### src/rtl/sram_pkg.sv
// Shared SRAM geometry constants and the write-port arbiter state encoding.
package sram_pkg;

  localparam int unsigned SRAM_ADDR_W = 16;
  localparam int unsigned SRAM_DATA_W = 128;

  typedef enum logic {
    IDLE,
    OWN
  } arb_state_t;

endpackage

### src/rtl/sram_wport_arbiter_if.sv
// Requester beat bus plus the SRAM write-port outputs driven by the arbiter.
interface sram_wport_arbiter_if
  import sram_pkg::*;
#(
  parameter int unsigned NUM_REQ = 4,
  parameter int unsigned ADDR_W  = SRAM_ADDR_W,
  parameter int unsigned DATA_W  = SRAM_DATA_W
);

  localparam int unsigned GID_W = (NUM_REQ > 1) ? $clog2(NUM_REQ) : 1;

  logic [NUM_REQ-1:0]        req_valid;
  logic [NUM_REQ-1:0]        req_last;
  logic [NUM_REQ*ADDR_W-1:0] req_addr;
  logic [NUM_REQ*DATA_W-1:0] req_data;
  logic [NUM_REQ-1:0]        req_ready;
  logic                      WE;
  logic [ADDR_W-1:0]         WriteAddress;
  logic [DATA_W-1:0]         WriteBus;
  logic [GID_W-1:0]          grant_id;
  logic                      busy;

  modport master (
    output req_valid, req_last, req_addr, req_data,
    input  req_ready, WE, WriteAddress, WriteBus, grant_id, busy
  );

  modport slave (
    input  req_valid, req_last, req_addr, req_data,
    output req_ready, WE, WriteAddress, WriteBus, grant_id, busy
  );

endinterface

### src/rtl/sram_wport_arbiter_rr_pick.sv
// Combinational round-robin picker: first set bit after rr_ptr, wrapping modulo NUM_REQ.
module rr_pick #(
  parameter int unsigned NUM_REQ = 4,
  parameter int unsigned IDX_W   = (NUM_REQ > 1) ? $clog2(NUM_REQ) : 1
) (
  input  logic [NUM_REQ-1:0] req,
  input  logic [IDX_W-1:0]   rr_ptr,
  output logic [IDX_W-1:0]   winner,
  output logic               any
);

  logic [IDX_W-1:0] idx;

  always_comb begin
    winner = '0;
    idx    = '0;
    // Walk from farthest to nearest so the slot right after rr_ptr is written last and wins.
    for (int k = NUM_REQ; k >= 1; k--) begin
      idx = IDX_W'((int'(rr_ptr) + k) % NUM_REQ);
      if (req[idx]) winner = idx;
    end
  end

  assign any = |req;

endmodule

### src/rtl/sram_wport_arbiter.sv
// Round-robin owner of one SRAM write port; grants are locked for a whole burst
// (capped at MAX_BURST beats) and every accepted beat is written one cycle later.
module sram_wport_arbiter
  import sram_pkg::*;
#(
  parameter int unsigned NUM_REQ   = 4,
  parameter int unsigned ADDR_W    = SRAM_ADDR_W,
  parameter int unsigned DATA_W    = SRAM_DATA_W,
  parameter int unsigned MAX_BURST = 16
) (
  input logic                 clock,
  input logic                 reset_n,
  sram_wport_arbiter_if.slave bus
);

  localparam int unsigned GID_W = (NUM_REQ > 1) ? $clog2(NUM_REQ) : 1;
  localparam int unsigned CNT_W = (MAX_BURST > 1) ? $clog2(MAX_BURST) : 1;
  localparam logic [CNT_W-1:0] LAST_CNT = CNT_W'(MAX_BURST - 1);

  arb_state_t        state_q, state_d;
  logic [GID_W-1:0]  grant_q, grant_d;
  logic [GID_W-1:0]  rr_ptr_q, rr_ptr_d;
  logic [GID_W-1:0]  winner;
  logic [CNT_W-1:0]  beat_cnt_q, beat_cnt_d;
  logic              we_q, we_d;
  logic [ADDR_W-1:0] addr_q, addr_d;
  logic [DATA_W-1:0] data_q, data_d;
  logic              any_req;
  logic              accept;
  logic              release_now;

  rr_pick #(
    .NUM_REQ(NUM_REQ),
    .IDX_W  (GID_W)
  ) u_rr_pick (
    .req   (bus.req_valid),
    .rr_ptr(rr_ptr_q),
    .winner(winner),
    .any   (any_req)
  );

  assign accept      = (state_q == OWN) && bus.req_valid[grant_q];
  // A forced release at the cap leaves the requester's burst open; it re-arbitrates.
  assign release_now = accept && (bus.req_last[grant_q] || (beat_cnt_q == LAST_CNT));

  always_comb begin
    state_d    = state_q;
    grant_d    = grant_q;
    rr_ptr_d   = rr_ptr_q;
    beat_cnt_d = beat_cnt_q;
    we_d       = accept;
    addr_d     = addr_q;
    data_d     = data_q;
    unique case (state_q)
      IDLE: begin
        if (any_req) begin
          state_d    = OWN;
          grant_d    = winner;
          beat_cnt_d = '0;
        end
      end
      OWN: begin
        if (accept) begin
          beat_cnt_d = beat_cnt_q + CNT_W'(1);
          addr_d     = bus.req_addr[int'(grant_q) * ADDR_W +: ADDR_W];
          data_d     = bus.req_data[int'(grant_q) * DATA_W +: DATA_W];
        end
        if (release_now) begin
          state_d  = IDLE;
          rr_ptr_d = grant_q;
        end
      end
      default: state_d = IDLE;
    endcase
  end

  always_ff @(posedge clock or negedge reset_n) begin
    if (!reset_n) begin
      state_q    <= IDLE;
      grant_q    <= '0;
      rr_ptr_q   <= GID_W'(NUM_REQ - 1);
      beat_cnt_q <= '0;
      we_q       <= 1'b0;
      addr_q     <= '0;
      data_q     <= '0;
    end else begin
      state_q    <= state_d;
      grant_q    <= grant_d;
      rr_ptr_q   <= rr_ptr_d;
      beat_cnt_q <= beat_cnt_d;
      we_q       <= we_d;
      addr_q     <= addr_d;
      data_q     <= data_d;
    end
  end

  always_comb begin
    bus.req_ready = '0;
    if (state_q == OWN) bus.req_ready[grant_q] = 1'b1;
  end

  assign bus.WE           = we_q;
  assign bus.WriteAddress = addr_q;
  assign bus.WriteBus     = data_q;
  assign bus.grant_id     = grant_q;
  assign bus.busy         = (state_q == OWN);

endmodule

### src/flat_wrapper.sv
// flat-port wrapper written by rule: the top's interface ports become plain ports
module sram_wport_arbiter_flat import sram_pkg::*;
#(
  parameter int unsigned NUM_REQ   = 4,
  parameter int unsigned ADDR_W    = SRAM_ADDR_W,
  parameter int unsigned DATA_W    = SRAM_DATA_W,
  parameter int unsigned MAX_BURST = 16
)
  (clock, reset_n, bus_req_valid, bus_req_last, bus_req_addr, bus_req_data, bus_req_ready, bus_WE, bus_WriteAddress, bus_WriteBus, bus_grant_id, bus_busy);
  sram_wport_arbiter_if #(.NUM_REQ(NUM_REQ), .ADDR_W(ADDR_W), .DATA_W(DATA_W)) bus_i ();
  input logic clock;
  input logic reset_n;
  input wire logic [$bits(bus_i.req_valid)-1:0] bus_req_valid;
  input wire logic [$bits(bus_i.req_last)-1:0] bus_req_last;
  input wire logic [$bits(bus_i.req_addr)-1:0] bus_req_addr;
  input wire logic [$bits(bus_i.req_data)-1:0] bus_req_data;
  output wire logic [$bits(bus_i.req_ready)-1:0] bus_req_ready;
  output wire logic [$bits(bus_i.WE)-1:0] bus_WE;
  output wire logic [$bits(bus_i.WriteAddress)-1:0] bus_WriteAddress;
  output wire logic [$bits(bus_i.WriteBus)-1:0] bus_WriteBus;
  output wire logic [$bits(bus_i.grant_id)-1:0] bus_grant_id;
  output wire logic [$bits(bus_i.busy)-1:0] bus_busy;
  assign bus_i.req_valid = bus_req_valid;
  assign bus_i.req_last = bus_req_last;
  assign bus_i.req_addr = bus_req_addr;
  assign bus_i.req_data = bus_req_data;
  assign bus_req_ready = bus_i.req_ready;
  assign bus_WE = bus_i.WE;
  assign bus_WriteAddress = bus_i.WriteAddress;
  assign bus_WriteBus = bus_i.WriteBus;
  assign bus_grant_id = bus_i.grant_id;
  assign bus_busy = bus_i.busy;
  sram_wport_arbiter #(.NUM_REQ(NUM_REQ), .ADDR_W(ADDR_W), .DATA_W(DATA_W), .MAX_BURST(MAX_BURST)) u_core (.clock(clock), .reset_n(reset_n), .bus(bus_i));
endmodule
### config.mk
export PLATFORM = sky130hd
export DESIGN_NAME = sram_wport_arbiter_flat
export DESIGN_NICKNAME = d
export VERILOG_FILES = /design/src/rtl/sram_pkg.sv /design/src/rtl/sram_wport_arbiter_if.sv /design/src/rtl/sram_wport_arbiter_rr_pick.sv /design/src/rtl/sram_wport_arbiter.sv /design/src/flat_wrapper.sv
export SDC_FILE = /design/constraint.sdc
export NUM_CORES = 1
export LEC_CHECK = 0
export ABC_CLOCK_PERIOD_IN_PS = 2200
export BUFFER_PORTS_ARGS = -buffer_cell sky130_fd_sc_hd__buf_2
export CORE_AREA = 2 2 285 287
export DETAILED_ROUTE_END_ITERATION = 12
export DIE_AREA = 0 0 287 289
export PLACE_DENSITY_LB_ADDON = 0.08
export SYNTH_ARGS = -nofsm -noshare
export SYNTH_HDL_FRONTEND = slang
export SYNTH_HIERARCHICAL = 1
export SYNTH_SLANG_ARGS = --single-unit
### constraint.sdc
create_clock -name clock -period 2.2 [get_ports clock]
set_input_delay 0.11 -clock clock [delete_from_list [all_inputs] [get_ports clock]]
set_output_delay 0.11 -clock clock [all_outputs]
set_load 0.01 [all_outputs]
==> reports/qor.txt <==
CTS Buffer Depth: 2
Placeable Area: 79900 um^2
Die X: 287 um
Worst Path Max Fanout: 27
CTS Root Buffer Type: clkbuf_16
Min Tclk post-route: 2040 ps
Initial antenna violation count: 7
Share of layout cells above drive strength 1: 0.847
Hold Path Stages: 3
Routed Antenna Nets: 0
Fmax: 0.491 GHz
Net count, final: 1883
Drt drc: 0
Maximum VDD drop: 0.455 mV
Sequential area share after synthesis: 0.388
CP Cell Sequence: mux4_2 -> and2_4 -> buf_12 -> mux2_1
Hold buffer count at CTS: 1
Clock skew: 12.4 ps
Sequential power share: 0.236
Commonest cells in the netlist: 152 x dfrtp_1, 146 x mux4_2, 138 x mux2_4
Total of max-cap violations: 0
Dpl hpwl: 37400 um
RSZ-0062 raised after global routing: false
Total CTS buffers: 17
Switching pwr: 8.21 mW
Max Slew Vio Count: 0
Vias in the first global route: 9374
Netlist cell types: 34
Global router's overall resource usage: 0.105
Worst EP required: 2540 ps
Final setup TNS: 0 ps
H-Tree Depth: 4
Skew-Pair Late Insertion Delay: 470 ps
CP Depth: 4
Top FF cell, synth: dfrtp_1
Clock power frac: 0.135
Drt total wl: 45200 um
Sink Count: 154
Routed len/inst: 19.0 um
Cell Pwr Density: 1410 nW/um^2
Routability congestion estimate: 0.745
Layout area overhead: 58.6%
Count leader, synth: dfrtp_1
LEAKAGE: 7.49 nW
Worst EP arrival: 2380 ps
Reg clk slew, reported paths: 70 ps
Post-CTS setup buffers: 0
Die area: 82900 um^2
Die Span Y: 289 um
Synth warnings: 6
Delay-heaviest family, CP: multiplexers
Outcome: finished clean
Max incr delay on CP: 480 ps
First-pass GRT wire length: 63600 um
Starting DRT DRC Count: 234
Total power: 22.2 mW
Switching Fraction: 0.371
Final setup viols: 0
Int Power: 13.9 mW
Mapped Cells: 541
CP max-delay cell: dfrtp_4
Largest net degree at the start of global routing: 51
Reg2reg path depth: 4
Post-synth EDFFs: 0
Area of placed instances: 15200 um^2
Fin util: 0.197
Fraction of registers with async set/reset: 1.00
Final hold violations: 0
Slew HR: 0.602
Via density: 3.51
Synth area leaders: dfrtp_1 38%, mux4_2 33%, mux2_4 21%
Yosys top cell by area: dfrtp_1
Cell area after synthesis: 9930 um^2
Via count: 8320
Flops & latches, synth: 154
Synth top area share: 0.383
Initial Utilization: 0.124
Worst slew pin tran: 597 ps
CP startpoint kind: register
Top-Level Pins: 738
Tcrit/Tclk final: 0.926
Hold Crit Class: input pin to register
Drt first pass iters: 4
Crit end category: register
Syn_area_per_cell: 18.4 um^2
WS Path Type: register to register
Final hold slack: 84.8 ps
Syn_nets: 1128
CTS tree: built
Port Buffers: 737
Total grt overflow: 0
CTS resizes: 0
Final Cell Area: 15800 um^2
CP Buf/Inv Count: 1
Combinational Power Share: 0.629
Row cnt: 104
-- stage by stage --
stage          instances  worst slack (ps)
2_1_floorplan        541               155
3_3_place_gp        2336               123
4_1_cts             2369              92.9
3_5_place_dp        2336              98.1
5_1_grt             2369              66.1
6_report            2372               164
-- cell type report --
type,instances,area (um^2)
clock buffers,18,439
multi-input cells,334,5740
well taps,1060,1330
inverters,2,7.51
diodes,3,7.51
fillers,8847,64100
clock inverters,14,133
repair buffers,787,4240
flip-flops and latches,154,3860
-- final timing paths --
path | start | endpoint | slack, ps
min reg2reg | u_core/bus.WriteBus[117] | u_core/bus.WriteBus[117] | 490
max reg2reg | u_core/bus.grant_id[0] | u_core/bus.WriteBus[117] | 160
max | u_core/bus.grant_id[0] | u_core/bus.WriteBus[117] | 160
min | bus_req_data[384] | u_core/bus.WriteBus[0] | 80
min in group asynchronous | reset_n | u_core/bus.WriteBus[75] | 190
max in group asynchronous | reset_n | u_core/bus.WriteBus[96] | 1320
-- cells by family after synthesis --
| logic type | count (synthesis) | share of synthesized area |
|---|---|---|
| flip-flops | 154 | 0.388 |
| AND/OR/NAND/NOR | 25 | 0.0144 |
| AO/OA/AOI/OAI | 12 | 0.00970 |
| adder cells (fa/ha/maj) | 1 | 0.00126 |
| XOR/XNOR | 1 | 0.000882 |
| multiplexers | 295 | 0.552 |
| buffers and inverters | 53 | 0.0336 |
-- metal layers --
layer / track usage / vias to the layer above / wire [um]
met3: 0.0313 / 33 / 3010
met1: 0.112 / 4193 / 16100
met4: 0.0270 / 4 / 594
met5: 0 / - / 21
li1: - / 3740 / -
met2: 0.201 / 350 / 25500
-- state kept, by name, indices dropped and copies added (netlist names) --
| register | flops |
|---|---|
| u_core/bus.WriteAddress | 16 |
| u_core/bus.WE | 1 |
| u_core/bus.WriteBus | 128 |
| u_core/bus.grant_id | 2 |
| u_core/bus.busy | 1 |
| u_core/beat_cnt_q | 4 |
| u_core/rr_ptr_q | 2 |
-- cell usage in the layout, fill, tap and decap left out, types with 2 or more instances in the layout --
cell / synthesis / layout
buf_2: 12 / 736
dfrtp_1: 152 / 150
mux4_2: 146 / 146
mux2_4: 138 / 138
buf_4: 0 / 36
clkbuf_16: 0 / 17
buf_12: 0 / 13
mux2_1: 10 / 10
nand2_1: 5 / 5
nor2_1: 5 / 5
inv_6: 0 / 4
inv_8: 0 / 4
diode_2: 0 / 3
clkinv_4: 0 / 3
and3_1: 3 / 3
nand2b_1: 3 / 3
clkinv_2: 0 / 2
nor3b_1: 2 / 2
inv_1: 2 / 2
o211ai_1: 2 / 2
dfrtp_4: 0 / 2
dfstp_2: 2 / 2
a21oi_1: 2 / 2
-- power by group through the flow --
stage | Clock (mW) | Sequential [mW] | Combinational, mW
after floorplan | 0 | 5.86 | 8.86
after global placement | 0 | 5.34 | 14.4
after detailed placement | 0 | 5.28 | 14.4
after CTS | 3.22 | 5.27 | 14.4
after global routing | 3.32 | 5.46 | 15.0
final | 3.00 | 5.23 | 13.9
-- worst min-delay path: stages --
cell and delay [ps]:
buf_2 70, mux4_2 210, mux2_4 130
No activity file was read; power rests on OpenSTA's default activity.
